[src/rtl/hex_display_pkg.sv]
// Shared constants for the multiplexed seven-segment driver.
// Glyphs are active-high {a,b,c,d,e,f,g}.
package hex_display_pkg;

  localparam logic [6:0] SEG_BLANK = 7'h00;

  localparam logic [15:0][6:0] GLYPHS = {
    7'h47, 7'h4F, 7'h3D, 7'h4E,
    7'h1F, 7'h77, 7'h7B, 7'h7F,
    7'h70, 7'h5F, 7'h5B, 7'h33,
    7'h79, 7'h6D, 7'h30, 7'h7E
  };

  function automatic logic [6:0] nibble_to_seg(
    input logic [3:0] nib
  );
    return GLYPHS[nib];
  endfunction

endpackage

[src/rtl/hex_display_mux_refresh_divider.sv]
// Digit-slot prescaler: counts 0..DIV-1 while enabled.
// slot_end marks the last cycle of each slot.
module refresh_divider #(
  parameter int DIV = 50000,
  parameter int CW  = $clog2(DIV)
) (
  input  logic          CLK,
  input  logic          RST_N,
  input  logic          enable,
  output logic [CW-1:0] count,
  output logic          slot_end
);

  localparam logic [CW-1:0] LAST = CW'(DIV - 1);

  assign slot_end = enable && (count == LAST);

  always_ff @(posedge CLK or negedge RST_N) begin
    if (!RST_N) begin
      count <= '0;
    end else if (enable) begin
      count <= slot_end ? '0 : count + 1'b1;
    end
  end

endmodule

[src/rtl/hex_display_mux.sv]
// Parametrised multiplexed seven-segment driver with
// frame snapshot, zero blanking, PWM dimming and polarity.
module hex_display_mux
  import hex_display_pkg::*;
#(
  parameter int DIGITS           = 4,
  parameter int DIV              = 50000,
  parameter int BRIGHT_W         = 4,
  parameter int ANODE_ACTIVE_LOW = 1,
  parameter int SEG_ACTIVE_LOW   = 1
) (
  input  logic                  CLK,
  input  logic                  RST_N,
  input  logic                  enable,
  input  logic [4*DIGITS-1:0]   data,
  input  logic [DIGITS-1:0]     dp,
  input  logic                  blank_lz,
  input  logic [BRIGHT_W-1:0]   brightness,
  output logic [DIGITS-1:0]     anodes,
  output logic [6:0]            segments,
  output logic                  seg_dp,
  output logic                  frame_tick
);

  localparam int IW = (DIGITS > 1) ? $clog2(DIGITS) : 1;
  localparam int CW = $clog2(DIV);
  localparam logic [IW-1:0] LAST = IW'(DIGITS - 1);
  localparam logic [BRIGHT_W-1:0] PWM_MAX =
    BRIGHT_W'((1 << BRIGHT_W) - 2);
  localparam logic AN_POL  = (ANODE_ACTIVE_LOW != 0);
  localparam logic SEG_POL = (SEG_ACTIVE_LOW != 0);
  localparam logic [DIGITS-1:0] AN_INV = {DIGITS{AN_POL}};
  localparam logic [6:0] SEG_INV = {7{SEG_POL}};

  logic [CW-1:0]       count;
  logic                slot_end;
  logic [IW-1:0]       idx;
  logic [BRIGHT_W-1:0] pwm_cnt;
  logic [4*DIGITS-1:0] snap_data;
  logic [DIGITS-1:0]   snap_dp;
  logic                snap_lz;
  logic                loaded;
  logic                frame_end;
  logic                load;

  refresh_divider #(
    .DIV (DIV),
    .CW  (CW)
  ) u_div (
    .CLK      (CLK),
    .RST_N    (RST_N),
    .enable   (enable),
    .count    (count),
    .slot_end (slot_end)
  );

  assign frame_end = slot_end && (idx == LAST);
  assign load      = frame_end || (enable && !loaded);

  always_ff @(posedge CLK or negedge RST_N) begin
    if (!RST_N) begin
      idx       <= '0;
      pwm_cnt   <= '0;
      snap_data <= '0;
      snap_dp   <= '0;
      snap_lz   <= 1'b0;
      loaded    <= 1'b0;
    end else begin
      if (slot_end)
        idx <= (idx == LAST) ? '0 : idx + 1'b1;
      if (enable)
        pwm_cnt <= (pwm_cnt >= PWM_MAX) ? '0 : pwm_cnt + 1'b1;
      if (load) begin
        snap_data <= data;
        snap_dp   <= dp;
        snap_lz   <= blank_lz;
        loaded    <= 1'b1;
      end
    end
  end

  logic [DIGITS-1:0] lz_mask;
  logic              zero_run;

  // Scan from the top digit down; blanking stops at the first nonzero.
  always_comb begin
    zero_run = 1'b1;
    lz_mask  = '0;
    for (int i = DIGITS - 1; i > 0; i--) begin
      zero_run   = zero_run && (snap_data[4*i +: 4] == 4'h0);
      lz_mask[i] = snap_lz && zero_run;
    end
  end

  logic [3:0]        nib;
  logic              dp_sel;
  logic              blank;
  logic [DIGITS-1:0] onehot;
  logic              lit;
  logic [DIGITS-1:0] an_nx;
  logic [6:0]        seg_nx;
  logic              dp_nx;

  // count==0 is the first cycle of a slot: anode held off there.
  always_comb begin
    nib    = 4'h0;
    dp_sel = 1'b0;
    blank  = 1'b0;
    onehot = '0;
    for (int i = 0; i < DIGITS; i++) begin
      if (idx == IW'(i)) begin
        nib       = snap_data[4*i +: 4];
        dp_sel    = snap_dp[i];
        blank     = lz_mask[i];
        onehot[i] = 1'b1;
      end
    end
    lit    = enable && (count != '0) && (pwm_cnt < brightness);
    an_nx  = lit ? onehot : '0;
    seg_nx = (enable && !blank) ? nibble_to_seg(nib) : SEG_BLANK;
    dp_nx  = enable && dp_sel;
  end

  always_ff @(posedge CLK or negedge RST_N) begin
    if (!RST_N) begin
      anodes     <= AN_INV;
      segments   <= SEG_INV;
      seg_dp     <= SEG_POL;
      frame_tick <= 1'b0;
    end else begin
      anodes     <= an_nx ^ AN_INV;
      segments   <= seg_nx ^ SEG_INV;
      seg_dp     <= dp_nx ^ SEG_POL;
      frame_tick <= frame_end;
    end
  end

endmodule

[config.mk]
export PLATFORM = sky130hd
export DESIGN_NAME = hex_display_mux
export DESIGN_NICKNAME = d
export VERILOG_FILES = /design/src/rtl/hex_display_pkg.sv /design/src/rtl/hex_display_mux_refresh_divider.sv /design/src/rtl/hex_display_mux.sv
export SDC_FILE = /design/constraint.sdc
export NUM_CORES = 1
export LEC_CHECK = 0
export CAP_MARGIN = 20
export CELL_PAD_IN_SITES_DETAIL_PLACEMENT = 0
export CELL_PAD_IN_SITES_GLOBAL_PLACEMENT = 1
export CORE_MARGIN = 2
export CORE_UTILIZATION = 47
export DETAILED_ROUTE_END_ITERATION = 8
export PLACE_DENSITY_LB_ADDON = 0.1
export SETUP_SLACK_MARGIN = 0.1
export SLEW_MARGIN = 10
export SYNTH_ARGS = -nofsm -noshare
export SYNTH_HDL_FRONTEND = slang
export SYNTH_SLANG_ARGS = --single-unit
[constraint.sdc]
create_clock -name CLK -period 3.2 [get_ports CLK]
set_input_delay 0.8 -clock CLK [delete_from_list [all_inputs] [get_ports CLK]]
set_output_delay 0.8 -clock CLK [all_outputs]
set_load 0.005 [all_outputs]
==> results of run 1 <==
-- cell families after synthesis --
group           Yosys count  synth area share [%]
compound gates           46                 10.24
xor+xnor                 12                 3.512
flops                    57                 48.16
simple gates             82                 15.89
buf+inv                  23                 3.637
fa+ha+maj                17                 7.107
mux                      24                 11.45
-- stage by stage --
step | utilization [%] | instances | cell area (sq um)
3_5_place_dp | 55.53 | 375 | 3466
2_1_floorplan | - | 261 | 2993
4_1_cts | 58.56 | 391 | 3655
6_report | 58.88 | 392 | 3675
3_3_place_gp | 55.53 | 375 | 3466
5_1_grt | 58.88 | 392 | 3675
-- cell usage in the layout (no fill, tap or decap), types with 2 or more instances in the layout --
master	Yosys	routed
nand2_1	27	27
xnor2_1	8	8
mux2_4	20	20
nor4_2	2	2
o21ai_0	9	9
xor2_1	4	4
ha_1	17	17
dfstp_2	12	12
nor3b_1	2	2
nand2b_1	3	3
nand3_1	8	8
a22oi_1	2	2
nand4_1	4	4
a311o_1	2	2
nor2b_1	4	4
clkinv_2	0	2
nor3_1	3	3
o22ai_1	4	4
buf_4	1	4
a311oi_1	2	2
mux2_2	2	2
a21o_1	2	2
nor4_1	4	4
dfrtp_1	45	45
o221ai_1	5	5
nand3b_1	4	4
mux2i_1	2	2
a21oi_1	11	11
inv_1	16	16
clkdlybuf4s50_1	0	39
clkbuf_8	0	10
clkbuf_1	1	3
nor2_1	9	9
or2_2	2	2
-- registers in the layout, indices dropped and copies added (netlist names), 2 cells and up --
register / flops
snap_data: 16
u_div.count: 16
segments: 7
anodes: 4
pwm_cnt: 4
snap_dp: 4
idx: 2
-- worst register-to-register path: stages, from the launching register on --
cell and delay [ns]:
dfrtp_1 0.40, inv_1 0.13, ha_1 0.24, nor2b_1 0.27, a22oi_1 0.10, a21oi_1 0.43
inv_1 0.20, ha_1 0.35, a21oi_1 0.14, a22o_1 0.14, nand2_1 0.05
-- final cells by class --
type                            count  area (sq um)  area share, %
Clock buffer                       13         148.9          4.052
Clock inverter                      3         40.04          1.090
Inverter                           16         60.06          1.634
Multi-Input combinational cell    181          1443          39.26
Sequential cell                    57          1441          39.22
Tap cell                           77         96.34          2.622
Timing Repair Buffer               45         445.4          12.12
-- worst paths after layout --
check / startpoint / to / slack, ns / cells after the start
worst max-delay path: idx[0] / segments[3] / 0.66 / 10
max in group asynchronous: RST_N / segments[3] / 2.21 / 2
worst min register to register: loaded / loaded / 0.47 / 1
min in group CLK: loaded / loaded / 0.47 / 1
worst min-delay path: RST_N / u_div.count[12] / 0.40 / 1
worst max register to register: idx[0] / segments[3] / 0.66 / 10
-- power by group --
group          total [mW]  internal, mW  switching (mW)  leakage [nW]
Clock               0.651         0.379           0.272        0.0974
Combinational       0.360         0.201           0.159         0.864
Sequential          0.930         0.825           0.105         0.694
-- metal layers --
layer	GRT usage (%)	vias to the layer above	share of wire [%]
li1	-	1036	-
met1	26.51	1017	49
met2	25.89	61	43
met3	3.956	12	4.6
met4	9.677	0	2.6
met5	0	-	0
==> summary.md, run 1 <==
| Metric | Value |
|---|---|
| Fin crit share | about four fifths |
| Kind of critical path | reg -> reg |
| Setup TNS | 0 ns |
| Gr ovfl total | 0 |
| Initial core utilization | 47.96% |
| Max Freq | 393.6 MHz |
| Post-Syn Nets | between 300 and 400 |
| Crit. End Element | flip-flop |
| Critical path's top delay family | compound AO/OA/AOI/OAI gates |
| Max_slew headroom | between 40% and 50% |
| Post-synth EDFFs | 0 |
| Number of DRC markers in iteration 0 | between 90 and 100 |
| Hold Vio Cnt, Final | 0 |
| Drt via density | approximately 5.4 |
| Yosys warns | 0 |
| Max cap viols | 0 |
| CP max-delay cell | a21oi_1 |
| #FFs+latches synth | between 50 and 60 |
| Initial antenna violation count | 0 |
| Drt wl/cell | 14.77 microns |
| Clock tree from TritonCTS | done |
| Final setup viols | 0 |
| CORE AREA | around 6200 sq um |
| Final worst slack | around 0.66 ns |
| GP Congestion | between 0.8 and 0.9 |
| FP Rows | 29 |
| Clock sinks | 57 |
| H-tree depth | 3 |
| Area of the mapped netlist | about 3000 sq um |
| Lkg Pwr | 1.656 nW |
| CP required | 3.43 ns |
| Skew final | 0.009659 ns |
| HPWL after detailed placement | between 4000 and 5000 microns |
| Area Growth Syn to Fin | 22.78% |
| PortBufs | 40 |
| Final wirelength | approximately 5800 microns |
| CP cell instances | inv_1, ha_1, nor2b_1, a22oi_1, a21oi_1, inv_1, ha_1, a21oi_1, a22o_1, nand2_1 |
| Via count | roughly 2100 |
| DRT Pass-1 Iters | 4 |
| Postcts setup bufs | 0 |
| Worst-Margin Slew | roughly 0.77 ns |
| Post-synth ARST share | 100.0% |
| Number of nets in the layout | ~360 |
| Hold/Removal Path Class | in -> async |
| Die width | around 84 microns |
| CP max FO | 5 |
| Layout cell share with drive strength beyond 1 | between 20% and 30% |
| Vias in the first global route | 2159 |
| Synth top cells by count | dfrtp_1, nand2_1, mux2_4 |
| Final Max Tran Viols | 0 |
| Maximum vdd drop | 0.2690 mV |
| Top cells by area, synth | dfrtp_1, dfstp_2, mux2_4 |
| Outcome | completed |
| Syn Area/Cell | roughly 11 sq um |
| Startpoint types | flip-flop |
| CTS Hold Bufs | 0 |
| TritonCTS buffer count | 9 |
| Yosys cell types | between 50 and 60 |
| Synth area leader | dfrtp_1 |
| Critical Path Max Stage Delay | about 0.43 ns |
| CTS clock-pin slew for the worst setup and hold paths | 0.07 ns |
| First-pass GRT wire length | 10130 microns |
| Pwr dens | 528.3 nW/um^2 |
| RSZ-0062 raised after global routing | no |
| WP data arrival | about 2.8 ns |
| Worst skew pair latency | 0.33 ns |
| GRT Util Overall | a little under a fifth |
| Worst Path Buf+Inv | 2 |
| Hold WS | slightly below 0.4 ns |
| FILL cells | approximately 550 |
| Die ar. | 7022 sq um |
| Cell count after synthesis | 261 |
| Tot Pwr | 1.941 mW |
| Most used DFF post-synth | dfrtp_1 |
| ANT nets after route | 0 |
| Die H | about 84 microns |
| Setup WS pre-CTS | around 0.54 ns |
| Sequential area share after synthesis | just under 50% |
| IO Count | 41 |
| Top cell type's share of synthesized area | between 30 and 40% |
| Post-CTS resize count | 0 |
| CTS Root Cell | clkbuf_8 |
| DR DRC count | 0 |
| Clock Tree Buf Depth | 2 |
| Diodes inserted | 0 |
| Min Tclk post-route | approximately 2.5 ns |
| Most frequent cell after synthesis | dfrtp_1 |
| Pin count of the biggest net entering global routing | between 40 and 50 |
Power figures use the tool's default switching activity.
==> run 2: changes to the inputs <==
--- a/config.mk
+++ b/config.mk
@@ -9,7 +9,7 @@
 export CELL_PAD_IN_SITES_DETAIL_PLACEMENT = 0
 export CELL_PAD_IN_SITES_GLOBAL_PLACEMENT = 1
 export CORE_MARGIN = 2
-export CORE_UTILIZATION = 47
+export CORE_UTILIZATION = 44
 export DETAILED_ROUTE_END_ITERATION = 8
 export PLACE_DENSITY_LB_ADDON = 0.1
 export SETUP_SLACK_MARGIN = 0.1
==> constraint.sdc (replaced) <==
create_clock -name CLK -period 2.6 [get_ports CLK]
set_input_delay 0.65 -clock CLK [delete_from_list [all_inputs] [get_ports CLK]]
set_output_delay 0.65 -clock CLK [all_outputs]
set_load 0.005 [all_outputs]
==> summary.md, run 2 (synthesis results as in run 1) <==
| Metric | Value |
|---|---|
| Outcome | completed |
| FP Rows | 30 (+3.4%) |
| CTS clock-pin slew for the worst setup and hold paths | 0.07 ns (about the same) |
| Reg area | 1441 sq um (unchanged) |
| Layout cell share with drive strength beyond 1 | 22.91% (+2.9 points) |
| Die H | 86.48 microns (+3.2%) |
| Pin count of the biggest net entering global routing | 30 (-36%) |
| Final Max Tran Viols | 0 (unchanged) |
| IO Count | 41 (unchanged) |
| FILL cells | 607 (+11%) |
| Gr ovfl total | 0 (unchanged) |
| Hold Vio Cnt, Final | 0 (unchanged) |
| TritonCTS buffer count | 9 (unchanged) |
| Die ar. | 7478 sq um (+6.5%) |
| Drt via density | 5.283 (-2.6%) |
| RSZ-0062 raised after global routing | no |
| Gate power share | 19.1% (+0.6 points) |
| Die width | 86.48 microns (+3.2%) |
| Max Freq | 443.8 MHz (+13%) |
| Diodes inserted | 0 (unchanged) |
| Post-Route Utilization | 56.24% (-2.6 points) |
| PortBufs | 40 (unchanged) |
| Register share of total power | 47.9% (about the same) |
| GRT Util Overall | 17.43% (-0.95 points) |
| Postcts setup bufs | 0 (unchanged) |
| DRT Pass-1 Iters | 4 (unchanged) |
| ANT nets after route | 0 (unchanged) |
| Worst skew pair latency | 0.33 ns (about the same) |
| Internal | 1.719 mW (+22%) |
| Multi-input combinational cell area | 1445 sq um (+0.17%) |
| WP data arrival | 2.47 ns (-0.30 ns) |
| Max cap viols | 0 (unchanged) |
| HPWL after detailed placement | 4394 microns (+7.9%) |
| Pwr dens | 635.6 nW/um^2 (+20%) |
| Met2 usage | 24.27% (-1.6 points) |
| Number of DRC markers in iteration 0 | 54 (-41%) |
| CP required | 2.81 ns (-0.62 ns) |
| Lkg Pwr | 1.708 nW (+3.2%) |
| Final worst slack | 0.3466 ns (-0.3130 ns) |
| Most Crowded Layer GR | met1 |
| Number of nets in the layout | 363 (+2.3%) |
| Startpoint types | flip-flop |
| Crit. End Element | flip-flop |
| Drt wl/cell | 14.57 microns (-1.4%) |
| Initial core utilization | 44.79% (-3.2 points) |
| Setup TNS | 0 ns (unchanged) |
| Final setup viols | 0 (unchanged) |
| Commonest non-fill, non-tap cell in the layout | dfrtp_1 |
| Most frequent cells in the layout | dfrtp_1, clkdlybuf4s50_1, nand2_1, mux2_4, ha_1 |
| Clock sinks | 57 (unchanged) |
| Net Sw Frac | 28.03% (+0.41 points) |
| P_sw | 669.3 uW (+25%) |
| Area Growth Syn to Fin | 25.54% |
| Final wirelength | 5872 microns (+1.4%) |
| GP Congestion | 0.8216 (-4.7%) |
| CORE AREA | 6681 sq um (+7.1%) |
| Met3 Resource Use GR | 3.429% (-0.53 points) |
| Tot Pwr | 2.388 mW (+23%) |
| DR DRC count | 0 (unchanged) |
| Biggest regs | snap_data x16, u_div.count x16, segments x7 |
| Grt met1 use | 26.05% (-0.47 points) |
| CTS Root Cell | clkbuf_8 |
| Max_slew headroom | 62.84% (+15 points) |
| CP max FO | 10 (+5) |
| Clock Tree Buf Depth | 2 (unchanged) |
| Maximum vdd drop | 0.2852 mV (+6.0%) |
| Worst-Margin Slew | 0.5562 ns (-0.2187 ns) |
| Hold WS | 0.2098 ns (-0.1879 ns) |
| Setup WS pre-CTS | 0.1628 ns (-0.3749 ns) |
| Clock tree from TritonCTS | done |
| First-pass GRT wire length | 10120 microns (about the same) |
| Min Tclk post-route | 2.253 ns (-0.2870 ns) |
| Kind of critical path | reg -> reg |
| Hold/Removal Path Class | in -> async |
| Fin crit share | 86.67% (+7.3 points) |
| Clock network fraction of total power | 32.9% (-0.7 points) |
| Skew final | 0.007379 ns (-0.002280 ns) |
| Via count | 2129 (+0.14%) |
| Vias in the first global route | 2064 (-4.4%) |
| Initial antenna violation count | 0 (unchanged) |
| H-tree depth | 3 (unchanged) |
-- run 2: cell types whose count changed in the layout (fill, tap and decap cells not counted) --
cell	previous run	this run
nor2b_2	0	1
buf_4	4	11
bufinv_16	1	0
buf_12	1	2
nor2b_1	4	3
clkbuf_1	3	1
clkbuf_8	10	13
-- run 2: critical path, stage by stage, from the launching register on --
cell	delay, ns
dfrtp_1	0.39
ha_1	0.36
inv_1	0.22
o22ai_1	0.26
a21oi_1	0.09
buf_4	0.18
ha_1	0.22
and2_1	0.15
a21oi_1	0.12
o221ai_1	0.14
-- run 2: power by group through the flow --
| stage | Clock [mW] | Sequential (mW) | Combinational [mW] |
|---|---|---|---|
| detailed placement | 0 | 1.16 | 0.462 |
| finish | 0.787 | 1.15 | 0.456 |
| global placement | 0 | 1.16 | 0.453 |
| global route | 0.848 | 1.16 | 0.517 |
| CTS | 0.811 | 1.15 | 0.463 |
| floorplan | 0 | 1.13 | 0.287 |
-- run 2: repair_timing --
item / CTS / global route
hold buffers: 0 / 0
setup endpoints to repair: 0 / 1
gates resized for setup: 0 / 1
-- run 2: per-stage QoR --
| stage | instance area [sq um] | cells |
|---|---|---|
| after floorplan | 2993 | 261 |
| after global placement | 3562 | 387 |
| after detailed placement | 3562 | 387 |
| after CTS | 3755 | 403 |
| after global routing | 3757 | 403 |
| final | 3757 | 403 |
-- run 2: final timing paths --
| path | to | cells past startpoint | slack, ns | from |
|---|---|---|---|---|
| worst min-delay path | pwm_cnt[2] | 1 | 0.21 | RST_N |
| worst max-delay path | segments[0] | 9 | 0.35 | idx[0] |
| min in group CLK | loaded | 1 | 0.47 | loaded |
| worst max register to register | segments[0] | 9 | 0.35 | idx[0] |
| max in group asynchronous | u_div.count[9] | 2 | 1.84 | RST_N |
| worst min register to register | loaded | 1 | 0.47 | loaded |
-- run 2: final cells by class --
class,count,share of cell area (%)
Multi-Input combinational cell,181,38.46
Sequential cell,57,38.36
Timing Repair Buffer,53,13.79
Clock buffer,14,4.862
Tap cell,80,2.664
Inverter,16,1.598
Clock inverter,2,0.2664
-- run 2: metal layers --
layer / vias up / part of all wire (%)
met1: 1026 / 53
li1: 1049 / -
met5: - / 0
met3: 9 / 3.4
met4: 0 / 1.7
met2: 45 / 42
==> run 3: changes to the inputs <==
--- a/config.mk
+++ b/config.mk
@@ -9,7 +9,7 @@
 export CELL_PAD_IN_SITES_DETAIL_PLACEMENT = 0
 export CELL_PAD_IN_SITES_GLOBAL_PLACEMENT = 1
 export CORE_MARGIN = 2
-export CORE_UTILIZATION = 44
+export CORE_UTILIZATION = 26
 export DETAILED_ROUTE_END_ITERATION = 8
 export PLACE_DENSITY_LB_ADDON = 0.1
 export SETUP_SLACK_MARGIN = 0.1
==> summary.md, run 3 (synthesis results as in run 1) <==
| Metric | Value |
|---|---|
| Outcome | completed |
| Commonest non-fill, non-tap cell in the layout | dfrtp_1 |
| Gr ovfl total | 0 (unchanged) |
| Internal | 1.933 mW (+12%) |
| GP Congestion | 0.7753 (-5.6%) |
| Register share of total power | 43.3% (-4.6 points) |
| Pin count of the biggest net entering global routing | 22 (-27%) |
| DR DRC count | 0 (unchanged) |
| Clock Tree Buf Depth | 2 (unchanged) |
| CP max FO | 21 (+11) |
| Die width | 111.3 microns (+29%) |
| Gate power share | 17.3% (-1.8 points) |
| Postcts setup bufs | 0 (unchanged) |
| Setup WS pre-CTS | -0.05916 ns (-0.2220 ns) |
| CTS Root Cell | clkbuf_16 |
| Pwr dens | 680.5 nW/um^2 (+7.1%) |
| First-pass GRT wire length | 11740 microns (+16%) |
| Max cap viols | 0 (unchanged) |
| CORE AREA | 11320 sq um (+69%) |
| Drt via density | 4.490 (-15%) |
| IO Count | 41 (unchanged) |
| Kind of critical path | reg -> reg |
| Number of DRC markers in iteration 0 | 79 (+46%) |
| Area Growth Syn to Fin | 30.23% |
| Lkg Pwr | 1.739 nW (+1.8%) |
| GRT Util Overall | 12.04% (-5.4 points) |
| CTS Hold Bufs | 0 (unchanged) |
| Fin crit share | 88.35% (+1.7 points) |
| ANT nets after route | 0 (unchanged) |
| Vias in the first global route | 2349 (+14%) |
| Drt wl/cell | 14.55 microns (-0.15%) |
| Clock tree from TritonCTS | done |
| P_sw | 718.9 uW (+7.4%) |
| TritonCTS buffer count | 9 (unchanged) |
| Worst R2R Start | idx[0] |
| Final setup viols | 0 (unchanged) |
| Worst skew pair latency | 0.32 ns (about the same) |
| Final worst slack | 0.3028 ns (-0.04372 ns) |
| Number of nets in the layout | 364 (+0.28%) |
| RR Endpoint | snap_dp[0] |
| Max Freq | 435.3 MHz (-1.9%) |
| Hold Vio Cnt, Final | 0 (unchanged) |
| Post-CTS resize count | 0 (unchanged) |
| HPWL after detailed placement | 5083 microns (+16%) |
| Die ar. | 12390 sq um (+66%) |
| RSZ-0062 raised after global routing | no |
| Post-Route Utilization | 34.43% (-22 points) |
| PortBufs | 40 (unchanged) |
| R2r setup slk | 0.30 ns (-0.04 ns) |
| Worst-Margin Slew | 0.9781 ns (+0.4219 ns) |
| Skew final | 0.005718 ns (-0.001661 ns) |
| Final Max Tran Viols | 0 (unchanged) |
| Clock sinks | 57 (unchanged) |
| Initial core utilization | 26.44% (-18 points) |
| Die H | 111.3 microns (+29%) |
| Min Tclk post-route | 2.297 ns (+0.04372 ns) |
| Net Sw Frac | 27.11% (-0.92 points) |
| CTS clock-pin slew for the worst setup and hold paths | 0.05 ns (-0.02 ns) |
| Maximum vdd drop | 0.2386 mV (-16%) |
| H-tree depth | 3 (unchanged) |
| Clock network fraction of total power | 39.4% (+6.5 points) |
| WP data arrival | 2.50 ns (+0.03 ns) |
| Startpoint types | flip-flop |
| Initial antenna violation count | 0 (unchanged) |
| Layout cell share with drive strength beyond 1 | 22.53% (-0.38 points) |
| FP Rows | 39 (+30%) |
| CP required | 2.80 ns (about the same) |
| Diodes inserted | 0 (unchanged) |
| Reg2reg path depth | 5 (-4) |
| Max_slew headroom | 34.65% (-28 points) |
| Final wirelength | 6794 microns (+16%) |
| Biggest regs | snap_data x16, u_div.count x16, segments x7 |
| Hold/Removal Path Class | in -> async |
| Most frequent cells in the layout | dfrtp_1, clkdlybuf4s50_1, nand2_1, mux2_4, ha_1 |
| Crit. End Element | flip-flop |
| DRT Pass-1 Iters | 4 (unchanged) |
| Via count | 2097 (-1.5%) |
## run 3: power by group through the flow
stage,registers (mW),clock network [mW],logic [mW]
floorplan,1.13,0,0.287
global placement,1.16,0,0.461
detailed placement,1.16,0,0.466
CTS,1.15,1.09,0.470
global route,1.17,1.14,0.528
finish,1.15,1.05,0.459
## run 3: area by class of cell
| type | count | area (sq um) |
|---|---|---|
| Sequential cell | 57 | 1441 |
| Multi-Input combinational cell | 181 | 1450 |
| Fill cell | 1175 | 7423 |
| Tap cell | 143 | 178.9 |
| Inverter | 16 | 60.06 |
| Clock buffer | 12 | 246.5 |
| Clock inverter | 4 | 20.02 |
| Timing Repair Buffer | 54 | 500.5 |
## run 3: worst max path at each step
stage | startpoint | to | slack, ns | cells after the start
6_report | idx[0] | snap_dp[0] | 0.30 | 5
3_5_place_dp | enable | snap_dp[0] | -0.06 | 5
4_1_cts | idx[0] | snap_dp[0] | 0.24 | 5
2_1_floorplan | idx[1] | segments[3] | 0.45 | 11
3_3_place_gp | enable | snap_dp[0] | -0.04 | 4
5_1_grt | idx[0] | snap_dp[0] | 0.14 | 5
## run 3: metrics by stage
stage               total power, mW  cells  hold slack [ns]  TNS [ns]  area (sq um)
floorplan                     1.418    261           0.3544         0          2993
global placement              1.625    451           0.4629  -0.03826          3631
detailed placement            1.628    451           0.4606  -0.07174          3631
CTS                           2.712    467           0.2919         0          3897
global route                  2.838    467           0.3105         0          3897
finish                        2.652    467           0.2794         0          3897
## run 3: layer usage
layer / global-route usage [%] / up-vias / wire, microns
met5: 0 / - / 0
met4: 5.432 / 0 / 108
met3: 3.007 / 9 / 262
met2: 18.17 / 41 / 3016
met1: 16.29 / 995 / 3406
li1: - / 1052 / -
## run 3: critical path: stages (launching register included)
cell and delay (ns):
dfrtp_1 0.39, ha_1 0.32, inv_1 0.22, nor4_4 0.09
a21oi_4 0.74, mux2_2 0.41
